## config.mk

```make
export PLATFORM = sky130hd
export DESIGN_NAME = compare_window_accumulator
export DESIGN_NICKNAME = d
export VERILOG_FILES = /design/src/rtl/compare_window_accumulator_pkg.sv /design/src/rtl/compare_window_accumulator_cmp_window_counter.sv /design/src/rtl/compare_window_accumulator.sv
export SDC_FILE = /design/constraint.sdc
export NUM_CORES = 1
export LEC_CHECK = 0
export ABC_AREA = 1
export CAP_MARGIN = 25
export CORE_AREA = 2 2 78 65
export CTS_BUF_LIST = sky130_fd_sc_hd__clkbuf_16
export CTS_CLUSTER_DIAMETER = 200
export DETAILED_ROUTE_END_ITERATION = 10
export DIE_AREA = 0 0 80 67
export MAX_ROUTING_LAYER = met4
export PLACE_DENSITY = 0.85
export SLEW_MARGIN = 20
export SYNTH_ARGS = -nofsm -noshare
export SYNTH_HDL_FRONTEND = slang
export SYNTH_SLANG_ARGS = --single-unit
```

## constraint.sdc

```tcl
create_clock -name clk -period 1.7 [get_ports clk]
set_input_delay 0.51 -clock clk [delete_from_list [all_inputs] [get_ports clk]]
set_output_delay 0.51 -clock clk [all_outputs]
set_load 0.02 [all_outputs]
```

## src/rtl/compare_window_accumulator_pkg.sv

```systemverilog
// -----------------------------------------------------------------------------
// compare_window_accumulator_pkg
// Shared definitions for the comparator result-stream accumulator:
//   - comparator op_sel codes, so producer and consumer agree on the encoding
//   - 2-bit FSM state encodings and the state enum built on them
//   - cmp_cnt_w(): width needed to hold a count of 0..max_win
// -----------------------------------------------------------------------------
package compare_window_accumulator_pkg;

    typedef enum logic [2:0] {
        OP_EQ = 3'b000,
        OP_NE = 3'b001,
        OP_LT = 3'b010,
        OP_LE = 3'b011,
        OP_GT = 3'b100,
        OP_GE = 3'b101
    } cmp_op_e;

    localparam logic [1:0] ST_IDLE  = 2'd0;
    localparam logic [1:0] ST_ACCUM = 2'd1;
    localparam logic [1:0] ST_DONE  = 2'd2;

    typedef enum logic [1:0] {
        S_IDLE  = ST_IDLE,
        S_ACCUM = ST_ACCUM,
        S_DONE  = ST_DONE
    } state_e;

    // Bits needed to represent every value 0..max_win inclusive.
    function automatic int cmp_cnt_w(input int max_win);
        return $clog2(max_win + 1);
    endfunction

endpackage

```

## src/rtl/compare_window_accumulator_cmp_window_counter.sv

```systemverilog
// -----------------------------------------------------------------------------
// compare_window_accumulator_cmp_window_counter
// Sample index and hit counter for one accumulation window.
// Ports:
//   clk, rst  : clock, synchronous active-high reset
//   clear     : zero index and hit count (window start)
//   inc_idx   : a sample was accepted
//   inc_hit   : the accepted sample was a true comparator result
//   len_i     : latched window length
//   idx_o     : index of the next sample to be accepted
//   hit_o     : true results accepted so far in this window
//   last_o    : the next accepted sample closes the window (idx == len-1)
// -----------------------------------------------------------------------------
module compare_window_accumulator_cmp_window_counter #(
    parameter int CNT_W = 8
) (
    input  logic             clk,
    input  logic             rst,
    input  logic             clear,
    input  logic             inc_idx,
    input  logic             inc_hit,
    input  logic [CNT_W-1:0] len_i,
    output logic [CNT_W-1:0] idx_o,
    output logic [CNT_W-1:0] hit_o,
    output logic             last_o
);

    logic [CNT_W-1:0] r_idx;
    logic [CNT_W-1:0] r_hit;

    always_ff @(posedge clk) begin
        if (rst || clear) begin
            r_idx <= '0;
            r_hit <= '0;
        end else if (inc_idx) begin
            r_idx <= r_idx + CNT_W'(1);
            if (inc_hit) begin
                r_hit <= r_hit + CNT_W'(1);
            end
        end
    end

    assign idx_o  = r_idx;
    assign hit_o  = r_hit;
    // Only consulted in ACCUM, where len_i is never zero.
    assign last_o = (r_idx == (len_i - CNT_W'(1)));

endmodule

```

## src/rtl/compare_window_accumulator.sv

```systemverilog
// -----------------------------------------------------------------------------
// compare_window_accumulator
// Counts true comparator results over a window of win_len accepted samples and
// presents a registered summary (hit count, any/all flags) on a valid/ready
// output. win_len above MAX_WIN is clamped to MAX_WIN; win_len = 0 produces an
// empty summary immediately.
// Optional feature macro CMP_ACC_FIRST_HIT_EN adds the index of the first true
// result of the window (first_hit_idx / first_hit_vld).
// Ports:
//   clk, rst      : clock, synchronous active-high reset
//   start/win_len : begin a window (IDLE, or DONE during the output handshake)
//   in_valid/in_ready/cmp_result : comparator result stream (ready in ACCUM)
//   out_valid/out_ready          : summary handshake (valid in DONE)
//   hit_count, any_hit, all_hit  : registered summary
//   busy                         : not IDLE
//   first_hit_idx, first_hit_vld : (CMP_ACC_FIRST_HIT_EN only) first true index
// -----------------------------------------------------------------------------
module compare_window_accumulator
    import compare_window_accumulator_pkg::*;
#(
    parameter int MAX_WIN = 255,
    parameter int CNT_W   = cmp_cnt_w(MAX_WIN)
) (
    input  logic             clk,
    input  logic             rst,
    input  logic             start,
    input  logic [CNT_W-1:0] win_len,
    input  logic             in_valid,
    output logic             in_ready,
    input  logic             cmp_result,
    output logic             out_valid,
    input  logic             out_ready,
    output logic [CNT_W-1:0] hit_count,
    output logic             any_hit,
    output logic             all_hit,
`ifdef CMP_ACC_FIRST_HIT_EN
    output logic [CNT_W-1:0] first_hit_idx,
    output logic             first_hit_vld,
`endif
    output logic             busy
);

    state_e           r_state;
    state_e           w_state_nxt;
    logic             w_in_ready;
    logic             w_out_valid;
    logic             w_start_acc;
    logic             w_accept;
    logic [CNT_W-1:0] w_len_eff;
    logic [CNT_W-1:0] w_idx;
    logic [CNT_W-1:0] w_hit;
    logic [CNT_W-1:0] w_hit_final;
    logic             w_last;

    logic [CNT_W-1:0] r_len;
    logic [CNT_W-1:0] r_hit_count;
    logic             r_any_hit;
    logic             r_all_hit;

    assign w_len_eff   = (win_len > CNT_W'(MAX_WIN)) ? CNT_W'(MAX_WIN) : win_len;
    assign w_accept    = in_valid & w_in_ready;
    // Count including the sample accepted on this edge, so the summary can
    // load on the same edge as the last accept.
    assign w_hit_final = w_hit + CNT_W'(cmp_result);

    compare_window_accumulator_cmp_window_counter #(
        .CNT_W (CNT_W)
    ) u_counter (
        .clk     (clk),
        .rst     (rst),
        .clear   (w_start_acc),
        .inc_idx (w_accept),
        .inc_hit (w_accept & cmp_result),
        .len_i   (r_len),
        .idx_o   (w_idx),
        .hit_o   (w_hit),
        .last_o  (w_last)
    );

    always_ff @(posedge clk) begin
        if (rst) begin
            r_state <= S_IDLE;
        end else begin
            r_state <= w_state_nxt;
        end
    end

    always_comb begin
        w_state_nxt = r_state;
        w_in_ready  = 1'b0;
        w_out_valid = 1'b0;
        w_start_acc = 1'b0;
        case (r_state)
            S_IDLE: begin
                if (start) begin
                    w_start_acc = 1'b1;
                    w_state_nxt = (w_len_eff == '0) ? S_DONE : S_ACCUM;
                end
            end
            S_ACCUM: begin
                w_in_ready = 1'b1;
                if (in_valid && w_last) begin
                    w_state_nxt = S_DONE;
                end
            end
            S_DONE: begin
                w_out_valid = 1'b1;
                if (out_ready) begin
                    if (start) begin
                        w_start_acc = 1'b1;
                        w_state_nxt = (w_len_eff == '0) ? S_DONE : S_ACCUM;
                    end else begin
                        w_state_nxt = S_IDLE;
                    end
                end
            end
            default: w_state_nxt = S_IDLE;
        endcase
    end

    // Summary registers: cleared when a window starts, loaded on the last accept.
    always_ff @(posedge clk) begin
        if (rst) begin
            r_len       <= '0;
            r_hit_count <= '0;
            r_any_hit   <= 1'b0;
            r_all_hit   <= 1'b0;
        end else if (w_start_acc) begin
            r_len       <= w_len_eff;
            r_hit_count <= '0;
            r_any_hit   <= 1'b0;
            r_all_hit   <= 1'b0;
        end else if (w_accept && w_last) begin
            r_hit_count <= w_hit_final;
            r_any_hit   <= (w_hit_final != '0);
            r_all_hit   <= (w_hit_final == r_len) && (r_len != '0);
        end
    end

    assign in_ready  = w_in_ready;
    assign out_valid = w_out_valid;
    assign hit_count = r_hit_count;
    assign any_hit   = r_any_hit;
    assign all_hit   = r_all_hit;
    assign busy      = (r_state != S_IDLE);

`ifdef CMP_ACC_FIRST_HIT_EN
    logic [CNT_W-1:0] r_first_idx;
    logic             r_first_vld;

    always_ff @(posedge clk) begin
        if (rst || w_start_acc) begin
            r_first_idx <= '0;
            r_first_vld <= 1'b0;
        end else if (w_accept && cmp_result && !r_first_vld) begin
            r_first_idx <= w_idx;
            r_first_vld <= 1'b1;
        end
    end

    assign first_hit_idx = r_first_idx;
    assign first_hit_vld = r_first_vld;
`else
    // The sample index only feeds the first-hit logic.
    logic w_unused_idx;
    assign w_unused_idx = ^w_idx;
`endif

endmodule

```

==> After elaboration in Yosys (flattened, before gate mapping) <==
Cells that the tools add are included.
{ "totals": {"romBits": 0, "wordCells": 45, "in_bits": 14, "ram_bits": 0, "mem_count": 0, "reg_bits": 36, "latch_bits": 0} }
{ "op_classes": {"eq_ne": 7, "n_shift": 0, "div": 0, "n_reduce_logical": 12, "addsub": 4, "n_lt_le_gt_ge": 1, "multipliers": 0, "bitwise": 2, "muxes": 12} }
{ "op_table": {"columns": ["operator", "count"], "rows": [
  ["8-bit by 1-bit adder with 8-bit output, second input constant", 2],
  ["8-bit == test", 2],
  ["8-bit nonzero test", 2],
  ["2-bit 2-to-1 mux", 5],
  ["8-bit by 1-bit adder with 8-bit output", 1],
  ["8-bit greater-than comparator, second input constant", 1],
  ["8-bit zero test", 1],
  ["8-bit 2-to-1 mux", 1],
  ["8-bit by 1-bit subtractor with 8-bit output, second input constant", 1],
  ["2-bit != test, second input constant", 3],
  ["2-bit case mux with 3 select lines", 1],
  ["1-bit 2-to-1 mux", 4],
  ["1-bit logical AND", 3],
  ["3-bit AND reduction", 1],
  ["1-bit bitwise AND", 2],
  ["2-bit by 1-bit == test with 1-bit output, second input constant", 1],
  ["2-bit == test, second input constant", 1],
  ["2-bit zero test", 1],
  ["1-bit case mux with 2 select lines", 1],
  ["2-bit AND reduction", 1],
  ["2-bit nonzero test", 1],
  ["2-bit OR reduction", 1],
  ["1-bit logical OR", 1]
]} }

==> Depth between registers and ports, before layout <==
{ "depth": {"ltp_word": 7, "ltp_mapped": 14} }

==> By module <==
From an unflattened synthesis, not the netlist that was laid out.
{ "hier_totals": {"hier_cells": 354, "area_unflattened_um2": 2259.7} }
{ "by_module_without_submodules": {"columns": ["mod", "area_each_um2", "n_inst", "cells_each"], "rows": [
  ["compare_window_accumulator", 1236.2, 1, 193],
  ["compare_window_accumulator_cmp_window_counter", 1023.5, 1, 161]
]} }

==> Worst setup path after synthesis <==
OpenSTA, ideal clock, no wires.
{ "synth_timing": {"path_type": "input to register", "from": "input port cmp_result", "to": "register r_all_hit, in the netlist all_hit", "setup_slack_ns": -0.046, "arrival_ns": 1.683, "setup_time_ns": 0.064, "required_time_ns": 1.636, "stages": 13, "cell_sequence": "ha_1 ha_1 nand2_1 inv_2 o21ai_0 nand2_1 nor2_1 nand2_1 nor2_1 nand3_1 nor2_1 nor2_1 nor2_1"} }
{ "synth_via": {"elab_chain_cells": 3} }
{ "synth_lines": {"columns": ["element", "line", "source"], "rows": [
  ["from (decl)", "compare_window_accumulator.sv:30", "input logic cmp_result,"],
  ["8-bit by 1-bit adder with 8-bit output", "compare_window_accumulator.sv:64", "assign w_hit_final = w_hit + CNT_W'(cmp_result);"],
  ["8-bit == test", "compare_window_accumulator.sv:136", "r_all_hit <= (w_hit_final == r_len) && (r_len != '0);"],
  ["1-bit logical AND", "compare_window_accumulator.sv:136", null],
  ["to (signal assigned)", "compare_window_accumulator.sv:136", null],
  ["to (decl)", "compare_window_accumulator.sv:58", "logic r_all_hit;"]
]} }
Every way passes these cells.
A chain may end at the register's enable or synchronous reset.

==> Worst setup path after layout <==
{ "layout_timing": {"from": "register r_len[1]", "to": "register r_all_hit, in the netlist all_hit"} }
{ "layout_via": {"elab_chain_cells": 3} }
{ "layout_lines": {"columns": ["element", "line", "source"], "rows": [
  ["from (decl)", "compare_window_accumulator.sv:55", "logic [CNT_W-1:0] r_len;"],
  ["from (signal assigned)", "compare_window_accumulator.sv:129", "r_len <= w_len_eff;"],
  ["8-bit by 1-bit subtractor with 8-bit output", "compare_window_accumulator_cmp_window_counter.sv:46", "assign last_o = (r_idx == (len_i - CNT_W'(1)));"],
  ["8-bit == test", "compare_window_accumulator_cmp_window_counter.sv:46", null],
  ["1-bit logical AND", "compare_window_accumulator.sv:133", "end else if (w_accept && w_last) begin"]
]} }
Parallel ways exist; a longest one is shown, timed or not.

==> flow_summary.json <==
{
  "status": "finished, violations left",
  "failing_checks": "setup timing",
  "synth_compound_gate_area_share_pct": 10.7,
  "crit_required_ns": 1.88,
  "proportion_of_synthesized_area_in_mux_cells_pct": 0,
  "placed_wire_length_estimate_um": 4070,
  "netlist_instances": 336,
  "yosys-top-cells-area": "sky130_fd_sc_hd__dfxtp_1 (33%), sky130_fd_sc_hd__nand2_1 (16%), sky130_fd_sc_hd__nor2_1 (8.5%), sky130_fd_sc_hd__inv_1 (6.8%), sky130_fd_sc_hd__a21oi_1 (3.4%)",
  "gr-usage-all-layers_pct": 23.1,
  "detailroute.via_count": 2307,
  "worst_path_dominant_cell_family": "simple AND/OR/NAND/NOR gates",
  "cts_max_level": 2,
  "nets_final": 418,
  "cts_tree": "done",
  "tritoncts_num_sinks": 36,
  "remaining_drc_errors": 0,
  "timing.rr.start": "r_len[1]$_SDFFE_PP0P_",
  "critical_path.startpoint": "r_len[1]$_SDFFE_PP0P_",
  "post_synth_fa_ha_maj_area_fraction_pct": 2.84,
  "cell_taking_the_most_area_after_synthesis": "sky130_fd_sc_hd__dfxtp_1",
  "crit_path_cell_trace": "inv_2, ha_4, xor2_2, nand2_1, nor2_2, nand3_2, nor2_4, nand3_2, buf_12, nor2_1, nor2_1",
  "dieArea_um2": 5360,
  "initial_utilization_pct": 48.8,
  "hold_violations": 0,
  "wl_per_cell_um": 12.4,
  "yosys.area.top_type_share_pct": 32.7,
  "use_met3_pct": 4.61,
  "synth-seq-cells": 36,
  "power.density_nw_per_um2": 785,
  "cp_slowest_cell": "sky130_fd_sc_hd__dfxtp_2",
  "antenna_violations_before_repair": 0,
  "synth_top_family_by_area": "simple AND/OR/NAND/NOR gates",
  "layout_setup_ws_ns": -0.0457,
  "rows": 22,
  "regToRegSetupSlack_ns": -0.05,
  "fillCellCount": 365,
  "synth-simple-area-share_pct": 38.3,
  "ctsLongestPathBuffers": 2,
  "hold_path_class": "flop to flop",
  "routed_via_density": 5.02,
  "power_leakage_nw": 1.41,
  "critical_path.max_stage_delay_ns": 0.35,
  "post-route-period-util_pct": 103,
  "1st_pass_router_iterations": 4,
  "maximum_number_of_pins_on_one_net_before_global_route_repair": 21,
  "post-route-min-period_ns": 1.75,
  "synthXorXnorAreaFrac_pct": 4.72,
  "holdBufCountCts": 0,
  "worst-r2r-cell-count": 11,
  "post_synth.cell_area_avg_um2": 6.55,
  "die_x_um": 80,
  "layoutNonFillerInstCount": 460,
  "post_route_cells_drive_above_1_share_pct": 26.0,
  "placement.io_buffers": 26,
  "synthesis.area_um2": 2200,
  "crit-reg2reg-capture": "all_hit$_SDFFE_PP0P_",
  "setup_viol": 10,
  "warnings_synthesis": 0,
  "timing.critical_path.from_type": "flop",
  "fin_total_pwr_w": 0.00240,
  "fin_util_pct": 67.8,
  "timing.critical_path.buf_inv": 2,
  "cp_data_arrival_time_ns": 1.93,
  "clk_transition_reported_paths_ns": 0.06,
  "wire_length_of_the_first_global_routing_pass_um": 9200,
  "max_slew_margin_vs_limit_pct": 77.8,
  "drt_iter0_markers": 116,
  "postSynthNetCount": 355,
  "setup_cp_type": "flop to flop",
  "path_depth": 11,
  "globalRouteOverflowTotal": 0,
  "fin_worst_skew_ns": 0.00369,
  "clock.fmax_ghz": 0.573,
  "place.gp.congestion": 0.852,
  "postRouteWirelength_um": 5710,
  "slew_at_the_pin_closest_to_its_max_slew_limit_ns": 0.332,
  "setup_repair_after_global_routing_missed_its_margin": "yes",
  "diodes": 0,
  "globalRoute.busiestLayer": "met2",
  "post_placement_cell_count": 449,
  "max-vdd-ir-drop_mv": 0.624,
  "drv.max_cap_violation_count": 0,
  "placeableCoreArea_um2": 4510,
  "boundaryPins": 27,
  "grt_pass1_vias": 2112,
  "timing.critical_path.fanout_max": 20,
  "chip_height_um": 67,
  "area_delta_synth_final_pct": 39.0,
  "insertion_delay_ns": 0.28,
  "clock_tree.root_cell": "sky130_fd_sc_hd__clkbuf_16",
  "worstSetupEndpointType": "flop",
  "maxSlewViolCount": 0,
  "sequential_share_of_the_synthesized_area_pct": 32.7,
  "groute.layer.met1.usage_pct": 26.8,
  "numCtsBuffers": 5,
  "ys_types": 32,
  "use_met2_pct": 38.8,
  "worstSetupEndpoint": "all_hit$_SDFFE_PP0P_",
  "detail-route-antenna-nets": 0
}
## timing repair
item	4_1_cts	5_1_grt
buffers inserted	0	3
resized for setup	30	19
pin swaps	2	11
endpoints found under the setup margin	25	17
## logic make-up (layout without fill, tap and decap cells)
family                   after synthesis  after routing
buffers and inverters                 58            122
adder cells (fa/ha/maj)                5              5
XOR/XNOR                              11             11
flip-flops                            36             36
AND/OR/NAND/NOR                      187            187
AO/OA/AOI/OAI                         39             39
## routing by layer
metal	vias up	part of all wire, %
met3	18	4.4
li1	1173	-
met1	1064	44
met2	52	49
met4	0	2.9
met5	-	0
## layout by cell type (no fill, tap or decap), types with 8 or more instances in the layout
cell type / instances
sky130_fd_sc_hd__nand2_1: 89
sky130_fd_sc_hd__a21oi_1: 14
sky130_fd_sc_hd__nor2_1: 46
sky130_fd_sc_hd__nand3_1: 14
sky130_fd_sc_hd__a211oi_1: 8
sky130_fd_sc_hd__clkdlybuf4s50_1: 11
sky130_fd_sc_hd__dlygate4sd2_1: 12
sky130_fd_sc_hd__nor2_2: 8
sky130_fd_sc_hd__buf_4: 34
sky130_fd_sc_hd__inv_1: 39
sky130_fd_sc_hd__dfxtp_1: 31
sky130_fd_sc_hd__inv_2: 9
## worst min path at each step
stage,to,from,cells past startpoint,slack [ns]
after floorplan,u_counter.hit_o[7]$_SDFFE_PP0P_,u_counter.hit_o[7]$_SDFFE_PP0P_,2,0.46
after global placement,u_counter.hit_o[7]$_SDFFE_PP0P_,u_counter.hit_o[7]$_SDFFE_PP0P_,2,0.48
after detailed placement,u_counter.hit_o[6]$_SDFFE_PP0P_,u_counter.hit_o[6]$_SDFFE_PP0P_,2,0.49
after CTS,u_counter.hit_o[6]$_SDFFE_PP0P_,u_counter.hit_o[6]$_SDFFE_PP0P_,2,0.50
after global routing,u_counter.hit_o[6]$_SDFFE_PP0P_,u_counter.hit_o[6]$_SDFFE_PP0P_,2,0.53
final,u_counter.hit_o[7]$_SDFFE_PP0P_,u_counter.hit_o[7]$_SDFFE_PP0P_,2,0.50
## flip-flops by register name, indices dropped and copies added (netlist names)
signal / cells
hit_count: 8
r_len: 8
u_counter.hit_o: 8
u_counter.idx_o: 8
r_state: 2
all_hit: 1
any_hit: 1
## Yosys cell counts, drive strengths merged
cell / number
o21ai: 13
dfxtp: 36
nor3: 8
and3: 1
or2: 1
xor2: 8
nand3: 18
clkbuf: 2
a21oi: 17
inv: 50
nor2: 61
clkinv: 2
nor3b: 1
ha: 5
a211oi: 8
o21bai: 1
nand4: 3
xnor2: 3
buf: 4
nand2: 94
## report_power, final
group	switching (W)	leakage [nW]	total, W	internal (W)
Clock	0.000356	0.0798	0.00104	0.000688
Combinational	0.000257	1.04	0.000456	0.000199
Sequential	0.0000333	0.294	0.000903	0.000870
## tightest hold or removal path, cell delays in order, from the launching register on
cell	delay, ns
sky130_fd_sc_hd__dfxtp_1	0.31
sky130_fd_sc_hd__inv_1	0.08
sky130_fd_sc_hd__a21oi_1	0.06
## final cells by class
| type | count | area (um^2) | share of cell area [%] |
|---|---|---|---|
| sequential | 36 | 727 | 23.8 |
| timing repair buffer | 62 | 531 | 17.3 |
| tap | 60 | 75.1 | 2.45 |
| clock inverter | 3 | 42.5 | 1.39 |
| clock buffer | 5 | 125 | 4.09 |
| inverter | 52 | 200 | 6.54 |
| multi-input combinational | 242 | 1360 | 44.4 |
## per-stage QoR
stage	hold slack (ns)	setup slack (ns)	setup TNS, ns	cell area (um^2)
6_report	0.504	-0.0457	-0.338	3060
5_1_grt	0.533	-0.139	-1.26	3060
3_3_place_gp	0.482	-0.526	-7.93	2790
2_1_floorplan	0.464	0.00620	0	2220
3_5_place_dp	0.490	-0.608	-9.04	2790
4_1_cts	0.499	-0.0506	-0.374	2970
Note: power is estimated with default switching activity, not from simulation.
==> patch: new RTL, same settings <==
Register the output `hit_count` once more, cleared by the reset; this adds one clock of latency there. The other outputs are not delayed to match. Comments in the files are not updated.
--- a/src/rtl/compare_window_accumulator.sv
+++ b/src/rtl/compare_window_accumulator.sv
@@ -139,7 +139,13 @@
 
     assign in_ready  = w_in_ready;
     assign out_valid = w_out_valid;
-    assign hit_count = r_hit_count;
+    always_ff @(posedge clk) begin
+        if (rst) begin
+            hit_count <= '0;
+        end else begin
+            hit_count <= r_hit_count;
+        end
+    end
     assign any_hit   = r_any_hit;
     assign all_hit   = r_all_hit;
     assign busy      = (r_state != S_IDLE);
Behaviour: not the same (Yosys sat finds a counterexample within 4 cycles, from zero or initial values and one cycle with rst high).
==> patch against the unedited design <==
  * The run ends with design-rule violations, negative setup slack left
  * Final cell count grew 8.3%
  * Non-clock buffer count grew 16
  * Largest power group is now registers
  * Via count increased by 18%
  * Cell area is 18% higher
  * Die area is the same
  * Largest cell class unchanged
  * Total power up 18%
  * Wire length increased by 37%
  * Core utilization increased by 12 points
  * Sequential power rose by 21%
  * Area after synthesis is 10% higher
  * Clock skew increased by 0.0038 ns
  * Sequential cell count is 8 higher
  * Setup slack got worse by 0.26 ns
==> patch: results (changes against the unedited design) <==
Status: complete, but fails checks (unchanged)
Failing checks: design-rule violations, negative setup slack (was negative setup slack)
Placed Cells: 472 (was 449)
Register area share after synthesis: 0.3623 (was 0.3273)
Relative slew margins: 0.7470 (was 0.7781)
First-pass iteration count of the detailed router: 8 (was 4)
Vias/cell: 5.488 (was 5.015)
Post-Syn Nets: 376 (was 355)
DRC viols: 1 (was 0)
Global-route wire length before repair: 10,570 um (was 9204 um)
WL/cell: 15.69 um (was 12.42 um)
Gr usage total: 0.2615 (was 0.2307)
Placer Congestion: 0.9123 (was 0.8524)
Synth top area cells: dfxtp_1 36%, nand2_1 13%, nor2_1 8.6% (was dfxtp_1 33%, nand2_1 16%, nor2_1 8.5%)
Syn avg cell area: 6.810 um^2 (was 6.554 um^2)
VDD IR max: 0.5598 mV (was 0.6237 mV)
Share of cells above drive strength 1: 0.3379 (was 0.2600)
Vias in the first global route: 2,440 (was 2,112)
Final Worst Setup Slack: -0.3078 ns (was -0.04567 ns)
Lkg Pwr: 1.708 nW (was 1.412 nW)
Detailed placement HPWL: 4376 um (was 4068 um)
Clock skew: 0.007516 ns (was 0.003689 ns)
Critical Path Fanout Max: 5 (was 20)
Yosys cell types: 34 (was 32)
Clock Root Buffer: clkbuf_16 (unchanged)
Synth cell count leaders: 83 x nand2_1, 56 x nor2_1, 49 x inv_1 (was 92 x nand2_1, 50 x nor2_1, 40 x inv_1)
Final setup fails: 12 (was 10)
Nets: 456 (was 418)
Final Routed Wirelength: 7814 um (was 5713 um)
Pre-CTS setup slack: -0.6097 ns (was -0.6078 ns)
First DRT Iteration DRCs: 319 (was 116)
Fillers: 287 (was 365)
patch: cell types whose count changed after synthesis, moves of 4 or more:
cell     unedited run  this run
inv_1              40        49
nand2_1            92        83
nand2_2             1        10
dfxtp_1            36        44
nor2_1             50        56
o21ai_0             6        12
nand3_1            15        20
o21ai_1             6         1
inv_2              10         6
nor2_2              6         2
patch: worst max-delay path, stage by stage (launching register included):
cell and delay (ns):
dfxtp_1 0.39, nor2_2 0.25, nand2_1 0.12, nor2_1 0.14, nand2_1 0.10, nand2_2 0.12, nand3_2 0.10, nor2_4 0.28
nand3_4 0.19, nor2_1 0.17, nor2_2 0.04
patch: layer usage:
metal	vias to the layer above	global-route usage	wire, um
met3	34	0.04201	616
met5	-	-	0
met4	0	0.06992	331
li1	1280	-	-
met1	1263	0.3029	3220
met2	156	0.4729	3645
patch: final cells by class:
class	instances	area share
inverter	55	0.05946
clock inverter	3	0.01043
timing repair buffer	78	0.1968
timing repair inverter	1	0.001391
clock buffer	5	0.03477
tap	60	0.02086
multi-input combinational	252	0.4291
sequential	44	0.2472
patch: stage by stage:
| step | area (um^2) | TNS, ns | hold WS (ns) |
|---|---|---|---|
| 2_1_floorplan | 2449 | 0 | 0.4101 |
| 3_3_place_gp | 3028 | -10.48 | 0.4180 |
| 3_5_place_dp | 3028 | -10.67 | 0.4229 |
| 4_1_cts | 3329 | -0.6876 | 0.4313 |
| 5_1_grt | 3598 | -3.782 | 0.4754 |
| 6_report | 3598 | -3.181 | 0.4494 |
patch: repair_timing:
action / 4_1_cts / 5_1_grt
hold buffers: 0 / 0
hold endpoints to repair: 0 / 0
gates resized for setup: 37 / 55
setup buffers: 4 / 10
pin swaps: 21 / 27
endpoints found under the setup margin: 27 / 36
cloned: 2 / 3
patch: kinds of logic (layout without fill, tap and decap cells):
logic type / after synthesis / count (layout) / synth area share
fa+ha+maj: 5 / 5 / 0.02573
buf+inv: 63 / 142 / 0.1040
flops: 44 / 44 / 0.3623
simple gates: 196 / 198 / 0.3690
compound gates: 38 / 38 / 0.08801
xor+xnor: 11 / 11 / 0.05095
patch: final timing paths:
path                  start        endpoint  slack, ns  cells past startpoint
max reg2reg        r_len[4]  r_hit_count[3]      -0.31                     10
max                r_len[4]  r_hit_count[3]      -0.31                     10
min          r_hit_count[4]    hit_count[4]       0.45                      2
min reg2reg  r_hit_count[4]    hit_count[4]       0.45                      2
patch: report_power, final:
part | leakage, nW | switching (mW) | internal (mW)
Sequential | 0.359 | 0.0360 | 1.06
Combinational | 1.27 | 0.382 | 0.294
Clock | 0.0789 | 0.376 | 0.683
